File: src/rtl/rob_pkg.sv
// rob_pkg: entry type carried on the execute-to-ROB result ports
package rob_pkg;
  typedef struct packed {
    logic [31:0] result_lo;
    logic [4:0]  dest_reg;
    logic        dest_reg_valid;
  } rob_entry_t;
endpackage

File: src/rtl/rob_core.sv
// rob_core: reorder buffer with in-order allocation/retirement and two out-of-order result write ports
module rob_core
  import rob_pkg::*;
#(
  parameter int ROB_DEPTHLOG2 = 4
) (
  input  logic                     clock,
  input  logic                     reset_n,
  input  logic                     alloc_req,
  output logic                     alloc_ready,
  output logic [ROB_DEPTHLOG2-1:0] alloc_slot,
  input  logic                     wr0_valid,
  input  logic [ROB_DEPTHLOG2-1:0] wr0_idx,
  input  rob_entry_t               wr0_data,
  input  logic                     wr1_valid,
  input  logic [ROB_DEPTHLOG2-1:0] wr1_idx,
  input  rob_entry_t               wr1_data,
  input  logic                     retire_stall,
  input  logic                     flush,
  output logic                     rf_wr_en,
  output logic [4:0]               rf_wr_reg,
  output logic [31:0]              rf_wr_data,
  output logic                     retire_pulse,
  output logic [ROB_DEPTHLOG2:0]   count,
  output logic                     empty,
  output logic                     full,
  output logic                     wr_err
);
  localparam int DEPTH = 1 << ROB_DEPTHLOG2;
  logic [ROB_DEPTHLOG2-1:0] head, tail;
  logic [DEPTH-1:0] alloc_q, done_q, alloc_oh, retire_oh, wr0_oh, wr1_oh;
  logic alloc_fire, retire_fire, wr0_ok, wr1_ok;
  rob_entry_t mem [DEPTH];
  rob_entry_t head_entry;
  assign full        = count == (ROB_DEPTHLOG2+1)'(DEPTH);
  assign empty       = count == '0;
  assign alloc_ready = ~full;
  assign alloc_slot  = tail;
  assign head_entry  = mem[head];
  assign alloc_fire  = alloc_req & alloc_ready & ~flush;
  assign retire_fire = ~empty & done_q[head] & ~retire_stall & ~flush;
  // the tail slot is never allocated while not full, so same-cycle alloc+write drops naturally
  assign wr0_ok = ~flush & wr0_valid & alloc_q[wr0_idx] & ~done_q[wr0_idx];
  assign wr1_ok = ~flush & wr1_valid & alloc_q[wr1_idx] & ~done_q[wr1_idx] & ~(wr0_valid & wr0_idx == wr1_idx);
  assign alloc_oh  = DEPTH'(alloc_fire) << tail;
  assign retire_oh = DEPTH'(retire_fire) << head;
  assign wr0_oh    = DEPTH'(wr0_ok) << wr0_idx;
  assign wr1_oh    = DEPTH'(wr1_ok) << wr1_idx;
  always_ff @(posedge clock or negedge reset_n) begin
    if (!reset_n) begin
      head         <= '0;
      tail         <= '0;
      count        <= '0;
      alloc_q      <= '0;
      done_q       <= '0;
      wr_err       <= 1'b0;
      retire_pulse <= 1'b0;
      rf_wr_en     <= 1'b0;
      rf_wr_reg    <= '0;
      rf_wr_data   <= '0;
    end else begin
      head         <= flush ? '0 : head + ROB_DEPTHLOG2'(retire_fire);
      tail         <= flush ? '0 : tail + ROB_DEPTHLOG2'(alloc_fire);
      count        <= flush ? '0 : count + (ROB_DEPTHLOG2+1)'(alloc_fire) - (ROB_DEPTHLOG2+1)'(retire_fire);
      alloc_q      <= flush ? '0 : (alloc_q | alloc_oh) & ~retire_oh;
      done_q       <= flush ? '0 : (done_q | wr0_oh | wr1_oh) & ~alloc_oh & ~retire_oh;
      wr_err       <= wr_err | (~flush & ((wr0_valid & ~wr0_ok) | (wr1_valid & ~wr1_ok)));
      retire_pulse <= retire_fire;
      rf_wr_en     <= retire_fire & head_entry.dest_reg_valid & |head_entry.dest_reg;
      rf_wr_reg    <= retire_fire ? head_entry.dest_reg : rf_wr_reg;
      rf_wr_data   <= retire_fire ? head_entry.result_lo : rf_wr_data;
    end
  end
  always_ff @(posedge clock) begin
    if (wr0_ok) mem[wr0_idx] <= wr0_data;
    if (wr1_ok) mem[wr1_idx] <= wr1_data;
  end
endmodule

File: config.mk
export PLATFORM = sky130hd
export DESIGN_NAME = rob_core
export DESIGN_NICKNAME = d
export VERILOG_FILES = /design/src/rtl/rob_pkg.sv /design/src/rtl/rob_core.sv
export SDC_FILE = /design/constraint.sdc
export NUM_CORES = 1
export LEC_CHECK = 0
export CAP_MARGIN = 20
export CELL_PAD_IN_SITES_DETAIL_PLACEMENT = 1
export CELL_PAD_IN_SITES_GLOBAL_PLACEMENT = 2
export CORE_ASPECT_RATIO = 0.75
export CORE_MARGIN = 4
export CORE_UTILIZATION = 43
export CTS_BUF_LIST = sky130_fd_sc_hd__clkbuf_8
export DETAILED_ROUTE_END_ITERATION = 10
export GPL_ROUTABILITY_DRIVEN = 1
export PLACE_DENSITY_LB_ADDON = 0.1
export SLEW_MARGIN = 20
export SYNTH_ARGS = -nofsm -noshare
export SYNTH_HDL_FRONTEND = slang
export SYNTH_SLANG_ARGS = --single-unit
File: constraint.sdc
create_clock -name clock -period 4.62 [get_ports clock]
set_input_delay 0.924 -clock clock [delete_from_list [all_inputs] [get_ports clock]]
set_output_delay 0.924 -clock clock [all_outputs]
set_load 0.01 [all_outputs]
After elaboration in Yosys (flattened, before gate mapping)
Memory sizes are Yosys's and may differ from the RTL's.
Index checks and enable logic that the tools add are counted.
{ "op_classes": {"n_lt_le_gt_ge": 3, "eq_ne": 2, "reduce_logical": 2, "n_mux": 19, "shifts": 4, "add_sub_neg": 4, "bitwise_logic": 37} }
{ "op_table": {"columns": ["cell", "count"], "rows": [
  ["$shl A1 B4 Y16", 4],
  ["$and A16 B16 Y16", 3],
  ["$or A16 B16 Y16", 3],
  ["$mux W16", 2],
  ["$not A16 Y16", 2],
  ["$bmux W1 S4", 5],
  ["$and A1 B1 Y1", 18],
  ["$lt A4 B5 Y1 const B", 3],
  ["$mux W1", 9],
  ["$not A1 Y1", 9],
  ["$add A4 B1 Y4", 2],
  ["$mux W4", 2],
  ["$add A5 B1 Y5", 1],
  ["$eq A5 B5 Y1 const B", 1],
  ["$logic_not A5 Y1", 1],
  ["$mux W5", 1],
  ["$reduce_or A5 Y1", 1],
  ["$sub A5 B1 Y5", 1],
  ["$eq A4 B4 Y1", 1],
  ["$or A1 B1 Y1", 2]
]} }
{ "word_totals": {"memories": 1, "out_inout_bits": 52, "wordCells": 82, "reg_bits": 85, "input_bits": 91, "ram_bits": 608} }
{ "mem_list": {"columns": ["name", "words", "word_bits", "rd", "rd_ports_with_merged_regs", "wr", "line_no", "text"], "rows": [
  ["mem", 16, 38, 1, 0, 2, "rob_core.sv:33", "rob_entry_t mem [DEPTH];"]
]} }

Longest topological paths before layout
Gate-level depths: netlist of run 1.
{ "depth": {"depth_word": 10, "ltp_mapped": 16, "mapped_depth_nobuf": 14} }

Worst setup path after synthesis of run 1
Ideal clock, no wire load.
{ "synth_timing": {"kind": "input port to flip-flop", "start": "input port wr0_idx[1]", "end": "memory mem[12][0] (netlist bit) (enable)", "path_stages": 7, "setup_slack_ns": -1.371, "n_path_buf": 2, "arrival_ns": 5.500, "setup_time_ns": 0.491, "cell_sequence": "buf_1 > mux4_2 > mux2i_1 > mux2_2 > clkbuf_1 > nand3_1 > o31ai_1"} }
{ "synth_lines": {"columns": ["item", "line_no", "text"], "rows": [
  ["start, declared", "rob_core.sv:13", "input logic [ROB_DEPTHLOG2-1:0] wr0_idx,"],
  ["end, declared", "rob_core.sv:33", null]
]} }

==> results of run 1 <==
-- stage by stage --
step	hold WS, ns	instances	setup slack (ns)
after floorplan	0.476	2188	0.471
after global placement	0.488	3244	-0.179
after detailed placement	0.495	3245	0.235
after CTS	0.207	3464	1.00
after global routing	0.248	3465	0.756
final	0.250	3466	0.944
-- report_power, final --
part	total (W)	leakage [nW]	internal [W]	switching (W)
Combinational	0.000863	5.90	0.000443	0.000420
Sequential	0.00689	6.62	0.00686	0.0000334
Clock	0.00529	1.35	0.00272	0.00256
-- area by class of cell --
cell class | instances | area share, %
Sequential cell | 693 | 50.2
Multi-Input combinational cell | 1246 | 34.7
Timing Repair Buffer | 226 | 6.17
Clock buffer | 133 | 4.50
Tap cell | 1058 | 3.26
Clock inverter | 86 | 0.979
Inverter | 22 | 0.206
Antenna cell | 2 | 0.0123
-- worst max-delay path by stage --
| stage | slack, ns | to |
|---|---|---|
| detailed placement | 0.24 | mem[14][2]$_DFFE_PP_ |
| finish | 0.94 | mem[4][24]$_DFFE_PP_ |
| global placement | -0.18 | mem[12][10]$_DFFE_PP_ |
| floorplan | 0.47 | mem[13][0]$_DFFE_PP_ |
| CTS | 1.00 | count[4]$_DFF_PN0_ |
| global route | 0.76 | count[4]$_DFF_PN0_ |
-- worst max-delay path, cell delays in order --
cell and delay, ns:
clkdlybuf4s50_1 0.88, mux4_2 0.36, mux2i_1 0.16, mux2i_2 0.71, nand4_1 0.45, nand2_2 0.23, buf_12 0.29
-- routing by layer --
metal / GRT usage (%) / up-vias / part of all wire (%)
li1: - / 8935 / -
met1: 36.0 / 11500 / 44
met2: 39.9 / 696 / 47
met3: 5.50 / 168 / 6.9
met4: 5.92 / 4 / 2.2
met5: 0 / - / 0.027
-- logic make-up (layout without fill, tap and decap cells) --
family | count (synthesis) | after routing | synth area share (%)
AO/OA/AOI/OAI | 127 | 127 | 2.84
AND/OR/NAND/NOR | 225 | 225 | 3.00
adder cells (fa/ha/maj) | 16 | 16 | 0.587
buffers and inverters | 249 | 467 | 2.85
multiplexers | 869 | 869 | 32.9
XOR/XNOR | 9 | 9 | 0.223
other | 0 | 2 | 0
flip-flops | 693 | 693 | 57.6
-- Yosys cell counts (6+ instances only) --
cell type | n | area [um^2]
a31oi_1 | 15 | 93.8
buf_1 | 35 | 131
dfrtp_1 | 85 | 2130
nand4_1 | 6 | 37.5
nand2_1 | 80 | 300
clkbuf_1 | 149 | 559
inv_1 | 20 | 75.1
a221oi_1 | 25 | 219
mux2i_1 | 30 | 300
nand2b_1 | 11 | 68.8
nor2_1 | 55 | 206
nor3_1 | 12 | 60.1
mux4_2 | 166 | 3740
a32oi_1 | 14 | 123
buf_2 | 40 | 200
or2_2 | 10 | 62.6
nand3_1 | 11 | 55.1
mux2_2 | 656 | 7390
mux2_4 | 10 | 150
o21ai_0 | 8 | 40.0
nor2b_1 | 9 | 56.3
a311oi_1 | 10 | 87.6
and3_1 | 9 | 56.3
mux2_1 | 7 | 78.8
a21oi_1 | 14 | 70.1
ha_1 | 15 | 188
edfxtp_1 | 608 | 18300
==> out/results.txt, run 1 <==
Status - completed
Post-CTS Setup Bufs - 0
Top reg by flops - mem
Type of origin of the critical path - input port
Number of distinct library cells after synthesis - 60
Pwr Density - 321 nW/um^2
Global-route wire length before repair - 162000 um
RSZ-0062 raised after global routing - false
Commonest non-fill, non-tap cell in the layout - mux2_2
DRT Wirelength - 110000 um
YS warnings - 0
Post-Synthesis Net Count - 2295
Via count - 21300
Leakage Power - 13.9 nW
Critical Path Start - wr0_idx[1]
Final instance area - 40600 um^2
Routed vias/inst - 6.14
Total Power - 0.0130 W
Number of enable flip-flop cells after synthesis - 608
Final GP Congestion - 0.845
Root Driver - clkbuf_8
Initial Utilization - 43.7%
Placed cell areas - 38400 um^2
Largest net degree at the start of global routing - 116
Reg-to-reg critical path startpoint - head[3]$_DFF_PN0_
Worst R2R End - count[4]$_DFF_PN0_
Core Region - 81000 um^2
Num ports - 143
Resized Gates After CTS - 0
R2R depth - 11
Initial DRC Count - 1716
Avg Cell Area, Syn - 16.2 um^2
Setup TNS - 0 ns
Max reg flops - 608
Sequential cell area - 20400 um^2
H-tree level count - 3
DP HPWL - 63900 um
WL/cell - 31.8 um
Max-slew violation count - 0
Worst hold path class - in2async
Crit path max fanout - 30
Tcrit/Tclk final - 79.6%
P&R area growth vs syn - 14.8%
Area of the multi-input gates - 14100 um^2
Buffers on Ports - 142
Max transition margin - 33.4%
Max Cap Viol - 0
Nets - 2411
Die height - 256 um
Area of the die - 87000 um^2
Registers with the most flip-flops - mem: 608 flops, rf_wr_data: 32 flops
Share of cells above drive strength 1 - 45.8%
Die X-Extent - 339 um
Final Hold Viols - 0
Setup crit end kind - register
Post-Syn Area - 35400 um^2
Fmax achieved - 0.272 GHz
Synth Register Bits - 693
Clock sinks - 693
Detail Route Antenna Nets - 0
WP data arrival - 4.08 ns
Critical path required time - 5.02 ns
Initial antenna violation count - 4
Pin slew with the least headroom to its limit - 1.00 ns
Final Core Density - 50.2%
Clk_lat worst skew - 0.75 ns
Synth Flop Type - edfxtp_1
FP Rows - 90
Final setup viols - 0
Residual DRC count - 0
GRT Total Usage - 25.3%
Pre-antenna DRT Iters - 7
CTS max path bufs - 3
Vias in the first global route - 22800
Critical path type - in2reg
Clock slew at the register clock pins of the worst setup and hold paths - 0.06 ns
Seq/Total Area, Yosys - 57.6%
Fin crit period - 3.68 ns
Mapped Cells - 2188
CTS tree - yes
Flop2flop setup slack - 1.02 ns
VDD IR max - 0.000222 V
Setup Skew - 0.0283 ns
Fill cell count - 7593
Num CTS Buffers - 115
Hold Buf Count CTS - 0
Leading cell types in the layout, fill and taps excluded - mux2_2 (656), edfxtp_1 (608), mux4_2 (166)
Total global routing overflow - 0
Async S/R FF share, synth - 12.3%
(Power assumes the default switching activity.)
==> run 2: changes to the inputs <==
- clock period: 4.62 -> 3.3 ns (I/O delays scaled with it)
==> out/results.txt, run 2 (synthesis gave the netlist of run 1 again) <==
Final instance area - 42000 um^2 (+3.2%)
Net Sw Frac - 23.4% (+0.24 points)
VDD IR max - 0.000270 V (+22%)
WL/cell - 31.7 um (-0.30%)
Max reg flops - 608 (unchanged)
Leading cell types in the layout, fill and taps excluded - mux2_2 (655), edfxtp_1 (608), mux4_2 (166)
Nets - 2514 (+4.3%)
P&R area growth vs syn - 18.5%
Clock slew at the register clock pins of the worst setup and hold paths - 0.07 ns (about the same)
Max Cap Viol - 0 (unchanged)
RSZ-0062 raised after global routing - false
DRT Wirelength - 113000 um (+2.5%)
Fmax achieved - 0.315 GHz
CTS max path bufs - 3 (unchanged)
Max transition margin - 47.5% (+14 points)
WP data arrival - 3.65 ns (-0.43 ns)
Die height - 256 um (unchanged)
Global-route wire length before repair - 166000 um (+2.3%)
Vias in the first global route - 23300 (+2.1%)
Final setup viols - 0 (unchanged)
FP Rows - 90 (unchanged)
Status - completed
Root Driver - clkbuf_8
Commonest non-fill, non-tap cell in the layout - mux2_2
Sequential power share - 53.0% (+0.2 points)
Fill cell count - 7589 (-0.053%)
Total global routing overflow - 0 (unchanged)
Initial Utilization - 43.7% (unchanged)
Max-slew violation count - 0 (unchanged)
Detail Route Antenna Nets - 0 (unchanged)
Switching Power - 0.00426 W (+41%)
Flop2flop setup slack - 0.17 ns (-0.85 ns)
Area of the multi-input gates - 14200 um^2 (+0.75%)
Final Hold Viols - 0 (unchanged)
Placed cell areas - 39800 um^2 (+3.5%)
Via count - 21500 (+1.3%)
Routed vias/inst - 6.05 (-1.5%)
Critical Path Start - wr1_idx[0]
Type of origin of the critical path - input port
Pwr Density - 434 nW/um^2 (+35%)
CTS tree - yes
Worst hold path class - in2async
Pin slew with the least headroom to its limit - 0.788 ns (-0.212 ns)
Final GP Congestion - 0.851 (+0.64%)
Clock sinks - 693 (unchanged)
Pre-antenna DRT Iters - 5 (-2)
R2R depth - 10 (-1)
Setup TNS - 0 ns (unchanged)
Num CTS Buffers - 114 (-0.87%)
Sequential cell area - 20400 um^2 (unchanged)
Setup crit end kind - register
Die X-Extent - 339 um (unchanged)
Registers with the most flip-flops - mem: 608 flops, rf_wr_data: 32 flops
Clock share of power - 40.1% (-0.4 points)
Reg-to-reg critical path startpoint - head[0]$_DFF_PN0_
Crit path max fanout - 16 (-47%)
Residual DRC count - 0 (unchanged)
Fin crit period - 3.17 ns
GRT Total Usage - 25.9% (+0.65 points)
Largest net degree at the start of global routing - 73 (-37%)
Top reg by flops - mem
H-tree level count - 3 (unchanged)
Area of the die - 87000 um^2 (unchanged)
Tcrit/Tclk final - 96.2%
Critical path type - in2reg
Critical path required time - 3.78 ns (-1.24 ns)
P_int - 0.0140 W (+39%)
Comb pwr share - 6.9% (+0.3 points)
DP HPWL - 69500 um (+8.7%)
Initial antenna violation count - 6 (+2)
Share of cells above drive strength 1 - 48.2% (+2.4 points)
Core Region - 81000 um^2 (unchanged)
Clk_lat worst skew - 0.76 ns (about the same)
Setup Skew - 0.0376 ns (+0.00933 ns)
Worst R2R End - done_q[7]$_DFF_PN0_
Num ports - 143 (unchanged)
Initial DRC Count - 1755 (+2.3%)
Buffers on Ports - 142 (unchanged)
Leakage Power - 14.6 nW (+5.2%)
## run 2: cell count changes in the layout (fill, tap and decap cells not counted), sizes merged
cell	change
dlygate4sd3	+1
clkbuf	-5
buf	+103
clkinv	-2
## run 2: how the worst max path moves through the flow
| stage | slack [ns] | cells past startpoint | endpoint |
|---|---|---|---|
| 2_1_floorplan | 0.02 | 7 | mem[12][0]$_DFFE_PP_ |
| 3_3_place_gp | -0.55 | 10 | mem[7][6]$_DFFE_PP_ |
| 3_5_place_dp | -0.59 | 9 | mem[7][17]$_DFFE_PP_ |
| 4_1_cts | 0.03 | 5 | empty |
| 5_1_grt | 0.03 | 14 | count[4]$_DFF_PN0_ |
| 6_report | 0.13 | 9 | mem[7][9]$_DFFE_PP_ |
## run 2: area by class of cell
cell class / count / area share (%)
multi-input combinational: 1246 / 33.9
timing repair buffer: 330 / 8.99
clock buffer: 128 / 4.20
sequential: 693 / 48.6
antenna: 2 / 0.0119
inverter: 22 / 0.200
tap: 1058 / 3.16
clock inverter: 84 / 0.954
## run 2: per-stage QoR
stage | setup slack [ns] | util, % | power [W] | hold WS, ns | std cells
after floorplan | 0.0241 | - | 0.0105 | 0.364 | 2188
after global placement | -0.546 | 49.1 | 0.0110 | 0.464 | 3348
after detailed placement | -0.594 | 49.1 | 0.0111 | 0.489 | 3348
after CTS | 0.0271 | 51.8 | 0.0184 | 0.394 | 3561
after global routing | 0.0253 | 51.8 | 0.0189 | 0.450 | 3563
final | 0.126 | 51.8 | 0.0182 | 0.465 | 3563
## run 2: timing repair
action / 4_1_cts / 5_1_grt
setup endpoints to repair: 0 / 3
endpoints found under the hold margin: 26 / 0
setup buffers: 0 / 0
hold buffers: 1 / 0
resized for setup: 0 / 3
## run 2: layer usage
layer | part of all wire [%] | GRT usage (%) | up-vias
li1 | - | - | 9131
met1 | 44 | 36.8 | 11500
met2 | 47 | 40.6 | 720
met3 | 6.2 | 5.19 | 202
met4 | 2.9 | 7.75 | 6
met5 | 0.032 | 0 | -
## run 2: power by group through the flow
stage | clock, W | sequential (W) | combinational [W]
after detailed placement | 0 | 0.00983 | 0.00124
after floorplan | 0 | 0.00984 | 0.000648
after CTS | 0.00751 | 0.00965 | 0.00125
final | 0.00731 | 0.00965 | 0.00126
after global routing | 0.00791 | 0.00965 | 0.00137
after global placement | 0 | 0.00982 | 0.00120
## run 2: critical path, stage by stage
cell and delay, ns:
clkdlybuf4s50_1 0.51, buf_12 0.16, mux4_2 0.50, mux2_4 0.30, a211o_1 0.31, nor4_2 0.35
buf_4 0.25, buf_12 0.23, mux2_2 0.36
